## src/rtl/mpi_bus_sender.sv

```systemverilog
// mpi_bus_sender: buffers one flit packet, polls endpoint send space, then writes length and flits over the generic bus
module mpi_bus_sender #(
  parameter int          NOC_FLIT_WIDTH = 32,
  parameter int          SIZE           = 16,
  parameter int          ENDPOINT       = 0,
  parameter logic [31:0] BASE_ADDR      = 32'h0
) (
  input  logic                      clk,
  input  logic                      rst,
  input  logic [NOC_FLIT_WIDTH-1:0] in_flit,
  input  logic                      in_last,
  input  logic                      in_valid,
  output logic                      in_ready,
  output logic [31:0]               bus_addr,
  output logic                      bus_we,
  output logic                      bus_en,
  output logic [31:0]               bus_data_out,
  input  logic [31:0]               bus_data_in,
  input  logic                      bus_ack,
  input  logic                      bus_err,
  output logic                      busy,
  output logic                      pkt_done,
  output logic                      err
);
  localparam int          IW          = $clog2(SIZE);
  localparam int          CW          = IW + 1;
  localparam logic [31:0] DATA_ADDR   = BASE_ADDR | (32'(ENDPOINT + 1) << 13);
  localparam logic [31:0] STATUS_ADDR = DATA_ADDR + 32'h4;
  typedef enum logic [2:0] {IDLE, COLLECT, POLL, WRLEN, WRFLIT, DONE, ERROR} state_t;
  state_t                    r_state;
  logic [CW-1:0]             r_cnt;
  logic [IW-1:0]             r_idx;
  logic                      r_ovf;
  logic                      r_bus_en;
  logic                      r_we;
  logic [31:0]               r_addr;
  logic [31:0]               r_wdata;
  logic                      r_pkt_done;
  logic                      r_err;
  logic [NOC_FLIT_WIDTH-1:0] r_mem [SIZE];
  logic                      w_collect;
  logic                      w_full;
  assign w_collect    = (r_state == IDLE) || (r_state == COLLECT);
  assign w_full       = r_cnt == CW'(SIZE);
  assign in_ready     = w_collect;
  assign busy         = !w_collect;
  assign bus_en       = r_bus_en;
  assign bus_we       = r_we;
  assign bus_addr     = r_addr;
  assign bus_data_out = r_wdata;
  assign pkt_done     = r_pkt_done;
  assign err          = r_err;
  always_ff @(posedge clk)
    if (w_collect && in_valid && !w_full) r_mem[r_cnt[IW-1:0]] <= in_flit;
  // Every bus state: enter with bus_en low, raise it next cycle, hold until ack/err.
  always_ff @(posedge clk) begin
    if (rst) begin
      r_state    <= IDLE;
      r_cnt      <= '0;
      r_idx      <= '0;
      r_ovf      <= 1'b0;
      r_bus_en   <= 1'b0;
      r_we       <= 1'b0;
      r_addr     <= '0;
      r_wdata    <= '0;
      r_pkt_done <= 1'b0;
      r_err      <= 1'b0;
    end else begin
      r_pkt_done <= 1'b0;
      case (r_state)
        IDLE, COLLECT: if (in_valid) begin
          if (r_state == IDLE) r_err <= 1'b0;
          if (w_full) begin
            r_ovf <= 1'b1;
            r_err <= 1'b1;
          end else r_cnt <= r_cnt + CW'(1);
          if (!in_last) r_state <= COLLECT;
          else if (r_ovf || w_full) begin
            r_state <= IDLE;
            r_cnt   <= '0;
            r_ovf   <= 1'b0;
          end else begin
            r_state <= POLL;
            r_addr  <= STATUS_ADDR;
            r_we    <= 1'b0;
          end
        end
        POLL, WRLEN, WRFLIT: if (!r_bus_en) r_bus_en <= 1'b1;
        else if (bus_err) begin
          r_bus_en <= 1'b0;
          r_err    <= 1'b1;
          r_cnt    <= '0;
          r_state  <= ERROR;
        end else if (bus_ack) begin
          r_bus_en <= 1'b0;
          if (r_state == POLL) begin
            if (bus_data_in > 32'(r_cnt)) begin
              r_state <= WRLEN;
              r_addr  <= DATA_ADDR;
              r_we    <= 1'b1;
              r_wdata <= 32'(r_cnt);
            end
          end else if (r_state == WRLEN) begin
            r_state <= WRFLIT;
            r_idx   <= '0;
            r_wdata <= 32'(r_mem[0]);
          end else if ({1'b0, r_idx} == r_cnt - CW'(1)) begin
            r_state    <= DONE;
            r_pkt_done <= 1'b1;
          end else begin
            r_idx   <= r_idx + IW'(1);
            r_wdata <= 32'(r_mem[r_idx + IW'(1)]);
          end
        end
        DONE: begin
          r_state <= IDLE;
          r_cnt   <= '0;
        end
        default: r_state <= IDLE;
      endcase
    end
  end
endmodule

```

## config.mk

```make
export PLATFORM = sky130hd
export DESIGN_NAME = mpi_bus_sender
export DESIGN_NICKNAME = d
export VERILOG_FILES = /design/src/rtl/mpi_bus_sender.sv
export SDC_FILE = /design/constraint.sdc
export NUM_CORES = 1
export LEC_CHECK = 0
export CAP_MARGIN = 10
export CELL_PAD_IN_SITES_DETAIL_PLACEMENT = 1
export CELL_PAD_IN_SITES_GLOBAL_PLACEMENT = 1
export CORE_AREA = 2 2 219 221
export DETAILED_ROUTE_END_ITERATION = 8
export DIE_AREA = 0 0 221 223
export DONT_BUFFER_PORTS = 1
export MAX_ROUTING_LAYER = met4
export PLACE_DENSITY_LB_ADDON = 0.1
export SLEW_MARGIN = 30
export SYNTH_ARGS = -nofsm -noshare
export SYNTH_HDL_FRONTEND = slang
export SYNTH_SLANG_ARGS = --single-unit
```

## constraint.sdc

```tcl
create_clock -name clk -period 5.45 [get_ports clk]
set_input_delay 1.3625 -clock clk [delete_from_list [all_inputs] [get_ports clk]]
set_output_delay 1.3625 -clock clk [all_outputs]
set_load 0.005 [all_outputs]
```

### Yosys cells after proc, flatten, opt, wreduce, memory -nomap -nowiden

Memories as Yosys holds them, arrays and structs flattened.
Index checks and enable logic that the tools add are counted.

| cells by class | value |
|---|---|
| add/subtract/negate cells | 3 |
| $lt $le $gt $ge | 1 |
| eq/ne operators | 23 |
| multiplexer cells | 57 |
| bitwise gates (word level) | 5 |
| reductions and logical operators | 19 |

Operators with widths:

| cell | number |
|---|---|
| $mux W32 | 12 |
| $pmux W32 S2 | 1 |
| $gt A32 B5 Y1 | 1 |
| $mux W5 | 6 |
| $mux W3 | 8 |
| $mux W1 | 22 |
| $ne A2 B2 Y1 const B | 10 |
| $pmux W5 S3 | 1 |
| $reduce_and A6 Y1 | 2 |
| $reduce_and A5 Y1 | 2 |
| $ne A3 B3 Y1 const B | 3 |
| $reduce_and A9 Y1 | 1 |
| $mux W4 | 2 |
| $reduce_or A7 Y1 | 1 |
| $eq A3 B2 Y1 const B | 2 |
| $eq A3 B3 Y1 const B | 2 |
| $pmux W3 S2 | 1 |
| $add A5 B1 Y5 const B | 1 |
| $eq A4 B5 Y1 | 1 |
| $eq A5 B5 Y1 const B | 1 |
| $ne A5 B5 Y1 const B | 1 |
| $not A1 Y1 | 5 |
| $sub A5 B1 Y5 const B | 1 |
| $add A4 B1 Y4 const B | 1 |
| other kinds (15) | 20 |

| storage, ports and cells | value |
|---|---|
| bits in registers | 81 |
| RAM bits | 512 |
| input port bits | 70 |
| output and inout bits | 70 |
| word-level logic and storage cells | 119 |
| memories | 1 |

Memory list:

| memory | depth | width | read ports | clocked after Yosys merged registers in | wr ports | RTL line | source |
|---|---|---|---|---|---|---|---|
| r_mem | 16 | 32 | 2 | 0 | 1 | 40 | `logic [NOC_FLIT_WIDTH-1:0] r_mem [SIZE];` |

### Depth between registers and ports, before layout

| logic depth | value |
|---|---|
| depth after elaboration | 9 |
| gate-level depth with buffers | 10 |
| gate-level depth less buffers | 8 |

### Worst setup path before layout

Ideal clock, no wire load.

| timing | value |
|---|---|
| kind | input to register |
| start point | input in_valid |
| end point | memory r_mem[0][0], enable pin |
| library setup time | 0.502 ns |
| arrival time | 4.847 ns |
| path slack | 0.101 ns |
| cell stages on the path | 4 |
| cells stage by stage | and2_0 > clkbuf_1 > nand2_1 > nor4_1 |

| between the ends | value |
|---|---|
| word-level cells in the longest chain between the ends | 4 |

RTL lines:

| what | RTL line | source |
|---|---|---|
| start: declaration | 12 | `input logic in_valid,` |
| $logic_and A1 B1 Y1 (2 in a row) | 54 | `if (w_collect && in_valid && !w_full) r_mem[r_cnt[IW-1:0]] <= in_flit;` |
| $mux W1 | 54 |  |
| $mux W1 (not written as such) | 54 |  |
| end: declaration | 40 |  |

Every way passes these cells.

### Worst setup path after layout

| timing | value |
|---|---|
| start point | register r_cnt[0] |
| end point | register r_wdata[13], in the netlist bus_data_out[13] |

| between the ends | value |
|---|---|
| word-level cells in the longest chain between the ends | 4 |
| elaborated cells between the ends (all ways) | 6 |
| those cells by class | add/sub (1); order compare (1); eq/ne (3); reduce/logical (1) |

RTL lines:

| what | RTL line | source |
|---|---|---|
| start: declaration | 31 | `logic [CW-1:0] r_cnt;` |
| start signal: assignment | 76 | `end else r_cnt <= r_cnt + CW'(1);` |
| branches (longest 3 deep; another with $gt A32 B5 Y1) | - |  |
| $reduce_and A6 Y1 (no line) * | - |  |
| end signal: assignment | 101 | `r_wdata <= 32'(r_cnt);` |
| end signal: assignment | 106 | `r_wdata <= 32'(r_mem[0]);` |
| end signal: assignment | 112 | `r_wdata <= 32'(r_mem[r_idx + IW'(1)]);` |
| end: declaration | 37 | `logic [31:0] r_wdata;` |

Mark *: on every way between the ends.
A chain may end at the register's enable or synchronous reset.

==> impl_metrics.toml <==
[run_status]
status = "finished clean"

[setup_path]
ff2ff_path_depth = 10
r2r_end = "bus_data_out[13]"
ff2ff_setup_slack_ns = 1.62
startpoint_type = "flip-flop"
worst_setup_path_end_kind = "flip-flop"
worstReg2RegStart = "r_cnt[0]"
cp_max_fo = 38
crit_type = "reg2reg"
worstPathArrival_ns = 4.38
cp.required_ns = 6.01

[synthesis]
synth-seq-area-share_pct = 72.35
yosys-top-cells-area = "edfxtp_1, mux4_2, dfxtp_1"
async_flop_share_pct = 0
avgSynthCellArea_um2 = 18.04
yosys.area.top_type = "edfxtp_1"
yosys.area.top_type_share_pct = 67.84
netlist_area_um2 = 22660
yosysWarningCount = 0
synth_ff_type = "edfxtp_1"
synth_enable_flop_cells = 512
ys_ff_latch = 563
syn_inst = 1256
synth_cell_types = 66

[sta]
rsz0062_at_grt = "false"
slew_headroom_pct = 31.84
fin_ws_ns = 1.625
fmax_mhz = 261.4
tns_ns = 0
post-route-min-period_ns = 3.825
hold_ws_ns = 0.4718
min_period_over_period_pct = 70.19
setup_viol = 0
finClkSkew_ns = 0.01312
finalHoldViolations = 0
tightest_slew_ns = 1.019
drv_slew = 0

[clock_network]
clockBufferDepth = 3
clock_latency_ns = 0.62
cts.reportedPaths.clkPinSlew_ns = 0.06
post-cts-setup-buffers = 0
clockRootBuffer = "clkbuf_16"
cts_hold_buffers = 0
cts_tree = "built"
cts_buffers = 59
htree_num_levels = 2
cts_resized = 0
cts.sinks = 563

[worst_hold_path]
min_from = "bus_addr[13]"
holdPathStages = 2
hold_path.class = "reg2reg"
min_to = "bus_addr[13]"

[route]
wl_per_cell_um = 29.64
drtPass1Iterations = 5
vias = 11854
viasPerCell = 6.082
drc = 0
drt_wl_total_mm = 57.76
drtIter0Drc = 968
antenna_left = 0

[grt]
grt_max_degree = 61
grt_pass1_vias = 12588
grt_pass1_wl_mm = 85.33
overflow = 0
grt_antenna_before_repair = 0
globalRouteTotalUtil_pct = 24.57

[die]
die_x_um = 221
rows = 80
dieArea_um2 = 49280
initial_core_util_pct = 48.07
core_area_um2 = 47150
num_io_pins = 140
die_y_um = 223

[final_layout]
syn_to_final_growth_pct = 12.33
utilization_pct = 53.99
nets = 1368
nFillCells = 4200
antenna_cells = 0
drive_gt1_share_pct = 24.06

[run]
max_cap_violations = 0

[place]
dpl_worst_slack_ns = 1.713
place_congestion = 0.7992
dp_hpwl_mm = 33.33
io_buffers = 0

[power]
p_leak_uw = 0.007859
p_per_area_nw_per_um2 = 389.8
ir_drop_uv = 276.7
## flip-flops by register name, summed over array words and instances, names as in the netlist
name / flops
pkt_done: 1
bus_addr: 2
bus_we: 1
r_ovf: 1
err: 1
r_mem: 512
bus_data_out: 32
r_state: 3
r_cnt: 5
r_idx: 4
bus_en: 1
## cells in the mapped netlist, types with 5 or more instances
master and number:
buf_4 32, inv_1 14, buf_2 26, mux4_2 133, o21ai_1 24, ha_1 13
nand2_1 77, edfxtp_1 512, o2111ai_1 27, xnor2_1 6, o211ai_1 10, o41ai_1 6
a21oi_2 20, dfxtp_1 51, mux2i_1 5, clkbuf_1 31, o21ai_0 44, a211oi_1 5
a21oi_1 16, o21ai_2 7, nor2_1 93, buf_1 5, nand3_1 29, nor4_1 6
## placed cells by master (no fill, tap or decap), types with 27 or more instances in the layout
master / instances
clkbuf_16: 61
nand2_1: 77
dfxtp_1: 50
edfxtp_1: 512
o2111ai_1: 27
buf_4: 33
o21ai_0: 44
nor2_1: 77
nand3_1: 29
mux4_2: 133
conb_1: 30
## critical path, stage by stage (launching register included)
cell and delay [ns]:
dfxtp_1 0.47, inv_1 0.17, ha_1 0.34, and4bb_2 0.30, a22oi_1 0.34, a211oi_4 0.10, buf_4 0.36, nor3_4 0.87
buf_4 0.43, o2111ai_1 0.21, a21oi_2 0.15
## logic make-up after synthesis
logic type,Yosys count,share of synthesized area [%]
buffers and inverters,116,2.838
and+or+nand+nor,239,4.826
adders and majority gates,13,0.7178
AOI/OAI and AO/OA,175,5.378
other,1,0.01655
DFF,563,72.35
muxes,139,13.49
xor gates and xnor gates,10,0.3865
## through the flow
stage	instance area, um^2	cells	power [uW]
final	25460	1949	9922
after CTS	25410	1947	10010
after floorplan	22770	1285	5775
after detailed placement	23510	1837	6077
after global routing	25460	1949	10250
after global placement	23420	1834	6055
## report_power, final
part           internal (uW)  switching (uW)  leakage, uW  total, uW
Combinational            325             589      0.00189        913
Clock                   2300            1630     0.000933       3940
Sequential              4930             137      0.00503       5070
## metal layers
metal	vias up	wire, um	GRT usage [%]
met5	-	0	-
li1	5040	-	-
met1	6325	24090	31.73
met3	107	3492	4.939
met4	0	1468	7.383
met2	382	28710	39.73
## how the worst max path moves through the flow
stage	startpoint	endpoint	slack, ns
after CTS	r_cnt[0]	bus_data_out[13]	1.68
after floorplan	in_valid	r_mem[0][0]	0.10
after global routing	r_cnt[0]	bus_data_out[5]	1.44
after global placement	r_cnt[0]	bus_data_out[5]	1.78
final	r_cnt[0]	bus_data_out[13]	1.62
after detailed placement	r_cnt[0]	bus_data_out[13]	1.71
## cell type report
type | count | area (um^2) | area share (%)
Sequential cell | 563 | 16400 | 64.42
Timing Repair Buffer | 41 | 429.2 | 1.686
Clock buffer | 87 | 1714 | 6.734
Clock inverter | 23 | 186.4 | 0.7324
Inverter | 14 | 52.55 | 0.2064
Tap cell | 615 | 769.5 | 3.023
Multi-Input combinational cell | 606 | 5904 | 23.19
Power figures use the tool's default switching activity.
